$ cat src/rtl/helper_axis_pkg.sv
// Shared types and constants for the AXIS drainer helper: FSM state encoding
// and the 16-bit Galois LFSR that paces the stall pattern.
package helper_axis_pkg;

  typedef enum logic [1:0] {
    IDLE    = 2'd0,
    RUN     = 2'd1,
    DONE    = 2'd2,
    TIMEOUT = 2'd3
  } drain_state_t;

  localparam logic [15:0] LFSR16_MASK         = 16'hB400;
  localparam logic [15:0] LFSR16_DEFAULT_SEED = 16'hACE1;

  // One right-shifting Galois step; the feedback taps fold in when bit 0 falls out.
  function automatic logic [15:0] lfsr16_step(input logic [15:0] cur);
    return (cur >> 1) ^ (cur[0] ? LFSR16_MASK : 16'h0000);
  endfunction

endpackage

$ cat src/rtl/helper_lfsr16.sv
// 16-bit Galois LFSR that steps only when advance is high; a zero seed is
// swapped for the default so the register can never lock up.
module helper_lfsr16
  import helper_axis_pkg::*;
#(
  parameter logic [15:0] SEED = LFSR16_DEFAULT_SEED
) (
  input  logic        clk,
  input  logic        rst,
  input  logic        advance,
  output logic [15:0] state
);

  localparam logic [15:0] EFF_SEED = (SEED == 16'h0000) ? LFSR16_DEFAULT_SEED : SEED;

  always_ff @(posedge clk or negedge rst) begin
    if (!rst) begin
      state <= EFF_SEED;
    end else if (advance) begin
      state <= lfsr16_step(state);
    end
  end

endmodule

$ cat src/rtl/helper_axis_drainer.sv
// AXIS sink with pseudo-random ready stalls, transaction counter, completion flag
// and stall watchdog. Define HELPER_AXIS_DRAINER_LOG_EN for $info tracing.
//
// Handshake: a beat transfers on a rising edge where input_valid && input_ready;
// input_ready depends only on registered state, never on input_valid or enable,
// and the source is free to hold or change data while ready is low.
module helper_axis_drainer
  import helper_axis_pkg::*;
#(
  parameter int unsigned DATA_WIDTH      = 10,
  parameter int unsigned EXPECTED_COUNT  = 0,
  parameter int unsigned STALL_THRESHOLD = 0,
  parameter logic [15:0] STALL_SEED      = 16'hACE1,
  parameter int unsigned TIMEOUT_CYCLES  = 1024
) (
  input  logic                  clk,
  input  logic                  rst,
  input  logic                  enable,
  input  logic                  input_valid,
  input  logic [DATA_WIDTH-1:0] input_data,
  output logic                  input_ready,
  output logic [31:0]           count,
  output logic [DATA_WIDTH-1:0] last_data,
  output logic                  done,
  output logic                  timeout_err,
  output drain_state_t          state_dbg
);

  localparam logic [7:0]  STALL_TH = 8'(STALL_THRESHOLD);
  localparam logic [31:0] EXP_CNT  = 32'(EXPECTED_COUNT);
  localparam logic [31:0] TO_CYC   = 32'(TIMEOUT_CYCLES);

  drain_state_t state_q, state_d;
  logic [15:0]  lfsr;
  logic [31:0]  stall_q, stall_d;
  logic         running;
  logic         handshake;
  logic         completes;
  logic         stall_hit;

  assign running = (state_q == RUN);

  helper_lfsr16 #(
    .SEED (STALL_SEED)
  ) u_lfsr (
    .clk     (clk),
    .rst     (rst),
    .advance (running),
    .state   (lfsr)
  );

  assign input_ready = running && (lfsr[7:0] >= STALL_TH);
  assign handshake   = input_valid && input_ready;
  assign completes   = handshake && (EXP_CNT != 32'd0) && ((count + 32'd1) == EXP_CNT);

  // Stall counter value after this edge: any idle RUN cycle counts, ready low or not.
  always_comb begin
    stall_d = stall_q;
    if (!running || handshake) begin
      stall_d = '0;
    end else if (stall_q < TO_CYC) begin
      stall_d = stall_q + 32'd1;
    end
  end

  assign stall_hit = (TO_CYC != 32'd0) && running && !handshake && (stall_d == TO_CYC);

  always_comb begin
    state_d = state_q;
    case (state_q)
      IDLE: begin
        if (enable) state_d = RUN;
      end
      RUN: begin
        // A completing beat outranks both the watchdog and a pause request.
        if (completes) state_d = DONE;
        else if (stall_hit) state_d = TIMEOUT;
        else if (!enable) state_d = IDLE;
      end
      default: state_d = state_q;
    endcase
  end

  always_ff @(posedge clk or negedge rst) begin
    if (!rst) begin
      state_q   <= IDLE;
      stall_q   <= '0;
      count     <= '0;
      last_data <= '0;
    end else begin
      state_q <= state_d;
      stall_q <= stall_d;
      if (handshake) begin
        count     <= count + 32'd1;
        last_data <= input_data;
      end
    end
  end

  assign done        = (state_q == DONE);
  assign timeout_err = (state_q == TIMEOUT);
  assign state_dbg   = state_q;

`ifdef HELPER_AXIS_DRAINER_LOG_EN
  always @(posedge clk) begin
    if (rst) begin
      if (handshake) $info("drainer handshake count=%0d data=%0h", count + 32'd1, input_data);
      if (running && state_d == DONE) $info("drainer done after %0d beats", count + 32'd1);
      if (running && state_d == TIMEOUT) $info("drainer timeout after %0d stall cycles", stall_d);
    end
  end
`else
  // Silent build: no trace messages.
`endif

endmodule

$ cat config.mk
export PLATFORM = sky130hd
export DESIGN_NAME = helper_axis_drainer
export DESIGN_NICKNAME = d
export VERILOG_FILES = /design/src/rtl/helper_axis_pkg.sv /design/src/rtl/helper_lfsr16.sv /design/src/rtl/helper_axis_drainer.sv
export SDC_FILE = /design/constraint.sdc
export NUM_CORES = 1
export LEC_CHECK = 0
export BUFFER_PORTS_ARGS = -buffer_cell sky130_fd_sc_hd__clkbuf_2
export CAP_MARGIN = 0
export CORE_MARGIN = 2
export CORE_UTILIZATION = 30
export CTS_CLUSTER_DIAMETER = 150
export DETAILED_ROUTE_END_ITERATION = 10
export PLACE_DENSITY = 0.48
export SETUP_SLACK_MARGIN = 0.05
export SLEW_MARGIN = 20
export SYNTH_ARGS = -nofsm -noshare
export SYNTH_HDL_FRONTEND = slang
export SYNTH_SLANG_ARGS = --single-unit
$ cat constraint.sdc
create_clock -name clk -period 3.6 [get_ports clk]
set_input_delay 0.36 -clock clk [delete_from_list [all_inputs] [get_ports clk]]
set_output_delay 0.36 -clock clk [all_outputs]
set_load 0.01 [all_outputs]
==> run_results.csv, run 1 <==
group,metric,value,unit
outcome,status,"finished, final reports clean",
timing,worst_slew_pin_slew,0.696,ns
timing,min_period,2.16,ns
synthesis,synth-main-ff-cell,"dfrtp_1",
timing,fin_tns_setup,0,ns
synthesis,ys_async_sr_fraction,100,%
timing,hold_viol,0,
global_routing,grt_pass1_vias,2237,
place,dp_hpwl,4370,um
global_routing,grt_max_degree,77,
clock_tree,clkLatencyLatePin,0.35,ns
worst_setup_path,worst-endpoint-arrival,2.43,ns
synthesis,synth_cell_types,40,
clock_tree,cts-hold-fix-buffers,0,
worst_setup_path,cp_cell_sequence,"nand3b_4 > nor4_4 > and4_1 > nand3_4 > nor2_2 > xor2_1",
clock_tree,post-cts-setup-buffers,0,
worst_setup_path,slowest_delay,0.46,ns
timing,maxSlewViolCount,0,
final_layout,antenna_cells,0,
routing,drtPass1Iterations,4,
final_layout,fillers,1082,
worst_setup_path,cp_slowest_cell,"dfrtp_1",
synthesis,synth.most_common_cell,"dfrtp_1",
synthesis,syn_area,3340,um2
timing,fin_skew,0.0114,ns
die,io_pins,61,
synthesis,syn_inst,277,
place,port_buffers,60,
routing,wl,6470,um
pwr,p_leak,2.00,nW
synthesis,synth_edf_count,0,
clock_tree,cts_buffer_depth,2,
timing,setup_viol,0,
routing,via_per_inst,4.51,
routing,drc,0,
global_routing,grt_pass1_wl,11000,um
clock_tree,h-tree-depth,3,
synthesis,yosys.area.top_type,"dfrtp_1",
routing,vias,2198,
synthesis,ys_ff_latch,76,
final_layout,final_core_utilization,37.2,%
worst_setup_path,cp.required,3.87,ns
global_routing,grt_usage,12.3,%
final_layout,area_growth_syn_to_layout,20.7,%
die,design.die.area,12000,um2
die,initial_utilization,30.8,%
routing,drt.antenna.violating_nets,0,
pwr,power_density,406,nW/um2
die,rows,38,
flow_run,maxCapViolCount,0,
place,placedCellCount,471,
synthesis,synth.avg_cell_area,12.0,um2
pwr,totalPowerFinal,1.64,mW
final_layout,finalNetCount,358,
synthesis,yosysSeqAreaShare,57.0,%
worst_hold_path,min_path_type,"input pin to asynchronous set/reset pin",
die,die_h,109,um
timing,relSlewSlack,53.6,%
clock_tree,cts_buffers,9,
place,pre_cts_ws,1.40,ns
synthesis,syn_nets,293,
worst_setup_path,cp-end-kind,"flop",
routing,drtIter0Drc,97,
clock_tree,cts_num_sinks,76,
timing,max_freq,464,MHz
clock_tree,cts-resized-gates,0,
synthesis,synth_area_leaders,"dfrtp_1 57%, xnor2_1 8.1%, and2_1 4.1%, mux2_2 3.7%, xor2_1 3.1%",
clock_tree,clock-root-buffer,"clkbuf_8",
worst_setup_path,path_delay_family,"simple AND/OR/NAND/NOR gates",
synthesis,ys_top_cells_by_count,"76 x dfrtp_1, 31 x xnor2_1, 22 x and2_1, 20 x nand2_1, 18 x nor2_1",
place,place.gp.congestion,0.726,
timing,fin_ws,1.44,ns
clock_tree,cts_tree,"built",
routing,post_drt_wl_per_cell,13.3,um
pwr,max-vdd-ir-drop,0.000264,V
timing,rsz0062_at_grt,"false",
timing,finalCritPeriodShare,59.9,%
die,core_area,10800,um2
worst_setup_path,crit_path_start_kind,"flop",
final_layout,drive_above_1_share,30.5,%
worst_setup_path,worstSetupPathType,"flop to flop",
place,place_area,3790,um2
timing,worst_hold_slack,0.0375,ns
worst_setup_path,cp_max_fo,15,
global_routing,antenna_found_initial,0,
synthesis,yosysWarnings,0,
clock_tree,clk_pin_slew_worst_paths,0.08,ns
worst_setup_path,crit_buf_inv,0,
synthesis,synth_top_cell_area_share,57.0,%
die,die_x,109,um
final_layout,post-route-cell-area,4030,um2
global_routing,overflow,0,
final_layout,finalNonFillerCells,487,
[worst paths after layout]
path	from	endpoint	slack, ns	depth (start not counted)
max	state_dbg[1]	count[21]	1.44	6
min	rst	count[21]	0.04	1
max reg2reg	state_dbg[1]	count[21]	1.44	6
min reg2reg	count[31]	count[31]	0.47	1
max in group asynchronous	rst	last_data[1]	3.10	1
min in group clk	input_data[9]	last_data[9]	0.24	2
[worst register-to-register path, stage by stage, from the launching register on]
cell and delay, ns:
dfrtp_1 0.46, nand3b_4 0.34, nor4_4 0.46, and4_1 0.43, nand3_4 0.13, nor2_2 0.11, xor2_1 0.14
[registers in the layout (all words and copies together), names as in the netlist]
name,cells
count,32
last_data,10
stall_q,32
state_dbg,2
[where the power goes]
part / switching (mW) / internal (mW)
Sequential: 0 / 0.853
Combinational: 0.0184 / 0.00587
Clock: 0.314 / 0.445
Total: 0.333 / 1.30
[layout by cell type, fill, tap and decap left out, drive strengths merged, types with 2 or more instances in the layout]
cell type,netlist,routed
nand3,12,12
and4,5,5
mux2i,4,4
o21ai,2,2
and3,3,3
inv,5,5
nor2,21,21
nor4,10,10
xor2,12,12
nand2,23,23
nor3,4,4
buf,3,2
or2,2,2
dfrtp,76,76
ha,2,2
and2,22,22
a21oi,2,2
xnor2,31,31
bufinv,0,2
clkbuf,4,71
nand4,11,11
and4b,3,3
clkinv,0,2
mux2,11,11
[area by class of cell]
| type | count | area (um2) | share of cell area (%) |
|---|---|---|---|
| Sequential cell | 76 | 1900 | 47.2 |
| Tap cell | 140 | 175 | 4.35 |
| Timing Repair Buffer | 61 | 314 | 7.80 |
| Multi-Input combinational cell | 189 | 1380 | 34.3 |
| Clock inverter | 4 | 70.1 | 1.74 |
| Inverter | 5 | 18.8 | 0.466 |
| Clock buffer | 12 | 165 | 4.10 |
[kinds of logic after synthesis]
family / after synthesis / synth area share [%]
multiplexers: 15 / 4.91
flip-flops: 76 / 57.0
adder cells (fa/ha/maj): 2 / 0.750
XOR/XNOR: 43 / 11.3
AND/OR/NAND/NOR: 123 / 23.4
buffers and inverters: 12 / 1.57
AO/OA/AOI/OAI: 6 / 1.05
[layer usage]
metal	GRT usage (%)	share of wire [%]
met5	0	0
met1	16.5	50
met4	4.43	1.6
met3	5.28	5.9
met2	17.5	43
Power figures use the tool's default switching activity.
==> run 2: changes to the inputs <==
--- a/config.mk
+++ b/config.mk
@@ -11,7 +11,7 @@
 export CORE_UTILIZATION = 30
 export CTS_CLUSTER_DIAMETER = 150
 export DETAILED_ROUTE_END_ITERATION = 10
-export PLACE_DENSITY = 0.48
+export PLACE_DENSITY = 0.5
 export SETUP_SLACK_MARGIN = 0.05
 export SLEW_MARGIN = 20
 export SYNTH_ARGS = -nofsm -noshare
==> constraint.sdc (replaced) <==
create_clock -name clk -period 1.89 [get_ports clk]
set_input_delay 0.189 -clock clk [delete_from_list [all_inputs] [get_ports clk]]
set_output_delay 0.189 -clock clk [all_outputs]
set_load 0.01 [all_outputs]
==> run_results.csv, run 2 (synthesis results as in run 1) <==
group,metric,value,unit
outcome,status,"finished, final reports clean",
worst_setup_path,cp_max_fo,2,
pwr,max-vdd-ir-drop,0.000355,V
die,io_pins,61,
routing,post_drt_wl_per_cell,13.6,um
final_layout,area_growth_syn_to_layout,28.9,%
final_layout,drive_above_1_share,37.7,%
worst_setup_path,worstSetupPathType,"flop to flop",
place,place.gp.congestion,0.757,
pwr,totalPowerFinal,2.87,mW
place,placedCellCount,497,
clock_tree,clock-root-buffer,"clkbuf_8",
die,die_x,109,um
die,design.die.area,12000,um2
clock_tree,cts_buffer_depth,2,
routing,via_per_inst,4.50,
timing,min_period,1.88,ns
timing,finalCritPeriodShare,99.5,%
die,die_h,109,um
worst_setup_path,cp-end-kind,"flop",
global_routing,antenna_found_initial,0,
final_layout,antenna_cells,0,
timing,relSlewSlack,65.7,%
die,core_area,10800,um2
global_routing,grt_max_degree,41,
pwr,pwr-share-clk,41.6,%
pwr,p_leak,2.15,nW
timing,fin_skew,0.0110,ns
place,pre_cts_ws,-0.0127,ns
timing,max_freq,532,MHz
global_routing,grt_usage,12.6,%
final_layout,seq_area,1900,um2
worst_setup_path,crit_path_start_kind,"flop",
clock_tree,clkLatencyLatePin,0.35,ns
routing,wl,7020,um
worst_setup_path,reg2reg_slack,0.01,ns
routing,drtIter0Drc,98,
die,rows,38,
worst_hold_path,min_from,"enable",
final_layout,layout_commonest_cell,"dfrtp_1",
worst_setup_path,reg2regPathDepth,7,
place,dp_hpwl,5030,um
global_routing,grt_pass1_vias,2277,
routing,drt.antenna.violating_nets,0,
final_layout,multi_input_area,1470,um2
final_layout,finalNetCount,389,
worst_hold_path,min_path_type,"input pin to flop",
die,initial_utilization,30.8,%
pwr,seq_power_share,56.5,%
flow_run,maxCapViolCount,0,
pwr,internal_power,2.24,mW
clock_tree,cts_tree,"built",
pwr,comb_power_share,1.8,%
timing,hold_viol,0,
final_layout,finalNonFillerCells,517,
worst_setup_path,startpoint,"stall_q[29]",
timing,rsz0062_at_grt,"true",
pwr,power_density,668,nW/um2
clock_tree,h-tree-depth,3,
place,port_buffers,60,
pwr,power_switching,629,uW
worst_setup_path,r2r-end,"state_dbg[0]",
worst_setup_path,reg2reg_from,"stall_q[29]",
final_layout,largestRegisters,"count (32), stall_q (32), last_data (10)",
worst_hold_path,hold_depth,3,
routing,drc,0,
timing,worst_hold_slack,0.0680,ns
final_layout,final_cell_mix,"76 x dfrtp_1, 59 x clkbuf_2, 31 x xnor2_1, 31 x buf_4, 22 x and2_1",
timing,fin_ws,0.00968,ns
timing,maxSlewViolCount,0,
routing,vias,2324,
timing,setup_viol,0,
global_routing,overflow,0,
clock_tree,cts_buffers,9,
final_layout,fillers,1072,
worst_setup_path,cp.required,2.17,ns
worst_setup_path,worst-endpoint-arrival,2.16,ns
worst_hold_path,min_to,"state_dbg[0]",
clock_tree,cts_num_sinks,76,
routing,drtPass1Iterations,4,
timing,worst_slew_pin_slew,0.515,ns
pwr,swShare,21.9,%
global_routing,grt_pass1_wl,11600,um
clock_tree,clk_pin_slew_worst_paths,0.07,ns
-- run 2: cell types whose count changed in the layout (fill, tap and decap cells not counted), moves of 2 or more --
cell	change
and4_1	-2
clkbuf_8	-3
clkbuf_1	+2
buf_4	+30
nor4_1	-4
nor4_4	+5
-- run 2: critical path, cell delays in order, from the launching register on --
cell	delay [ns]
dfrtp_1	0.41
nor4_4	0.33
nand4_1	0.21
buf_4	0.20
nor4_4	0.16
mux2i_1	0.25
o2111ai_2	0.15
nand2_1	0.09
-- run 2: final cells by class --
class,count,area share (%)
Sequential cell,76,44.2
Multi-Input combinational cell,189,34.3
Timing Repair Buffer,92,12.8
Tap cell,140,4.07
Clock buffer,11,3.05
Clock inverter,4,1.19
Inverter,5,0.436
-- run 2: metal layers --
metal | GRT usage, % | vias up | routed length, um
met5 | 0 | - | 0
li1 | - | 1138 | -
met1 | 17.3 | 1131 | 3400
met2 | 18.6 | 49 | 3150
met4 | 4.97 | 0 | 87
met3 | 4.03 | 6 | 375
-- run 2: stage by stage --
| step | setup TNS, ns | util, % | area, um2 |
|---|---|---|---|
| floorplan | 0 | - | 3340 |
| global placement | -0.0247 | 36.7 | 3980 |
| detailed placement | -0.0235 | 36.7 | 3980 |
| CTS | 0 | 39.1 | 4230 |
| global route | -0.303 | 39.7 | 4300 |
| finish | 0 | 39.7 | 4300 |
-- run 2: worst max-delay path by stage --
stage	endpoint	cells after the start
floorplan	count[30]	8
global placement	state_dbg[1]	6
detailed placement	state_dbg[1]	6
CTS	state_dbg[0]	7
global route	state_dbg[0]	7
finish	state_dbg[0]	7
-- run 2: repair_timing --
| item | CTS | global route |
|---|---|---|
| buffers inserted | 2 | 2 |
| endpoints found under the hold margin | 37 | 0 |
| pin swaps | 2 | 6 |
| endpoints found under the setup margin | 3 | 13 |
| hold buffers | 1 | 0 |
| gates resized for setup | 7 | 10 |
-- run 2: power by group through the flow --
stage / sequential (mW) / combinational (mW) / clock, mW
after floorplan: 1.66 / 0.000594 / 0
after global placement: 1.66 / 0.0548 / 0
after detailed placement: 1.66 / 0.0556 / 0
after CTS: 1.62 / 0.0577 / 1.25
after global routing: 1.62 / 0.0630 / 1.33
final: 1.62 / 0.0526 / 1.20
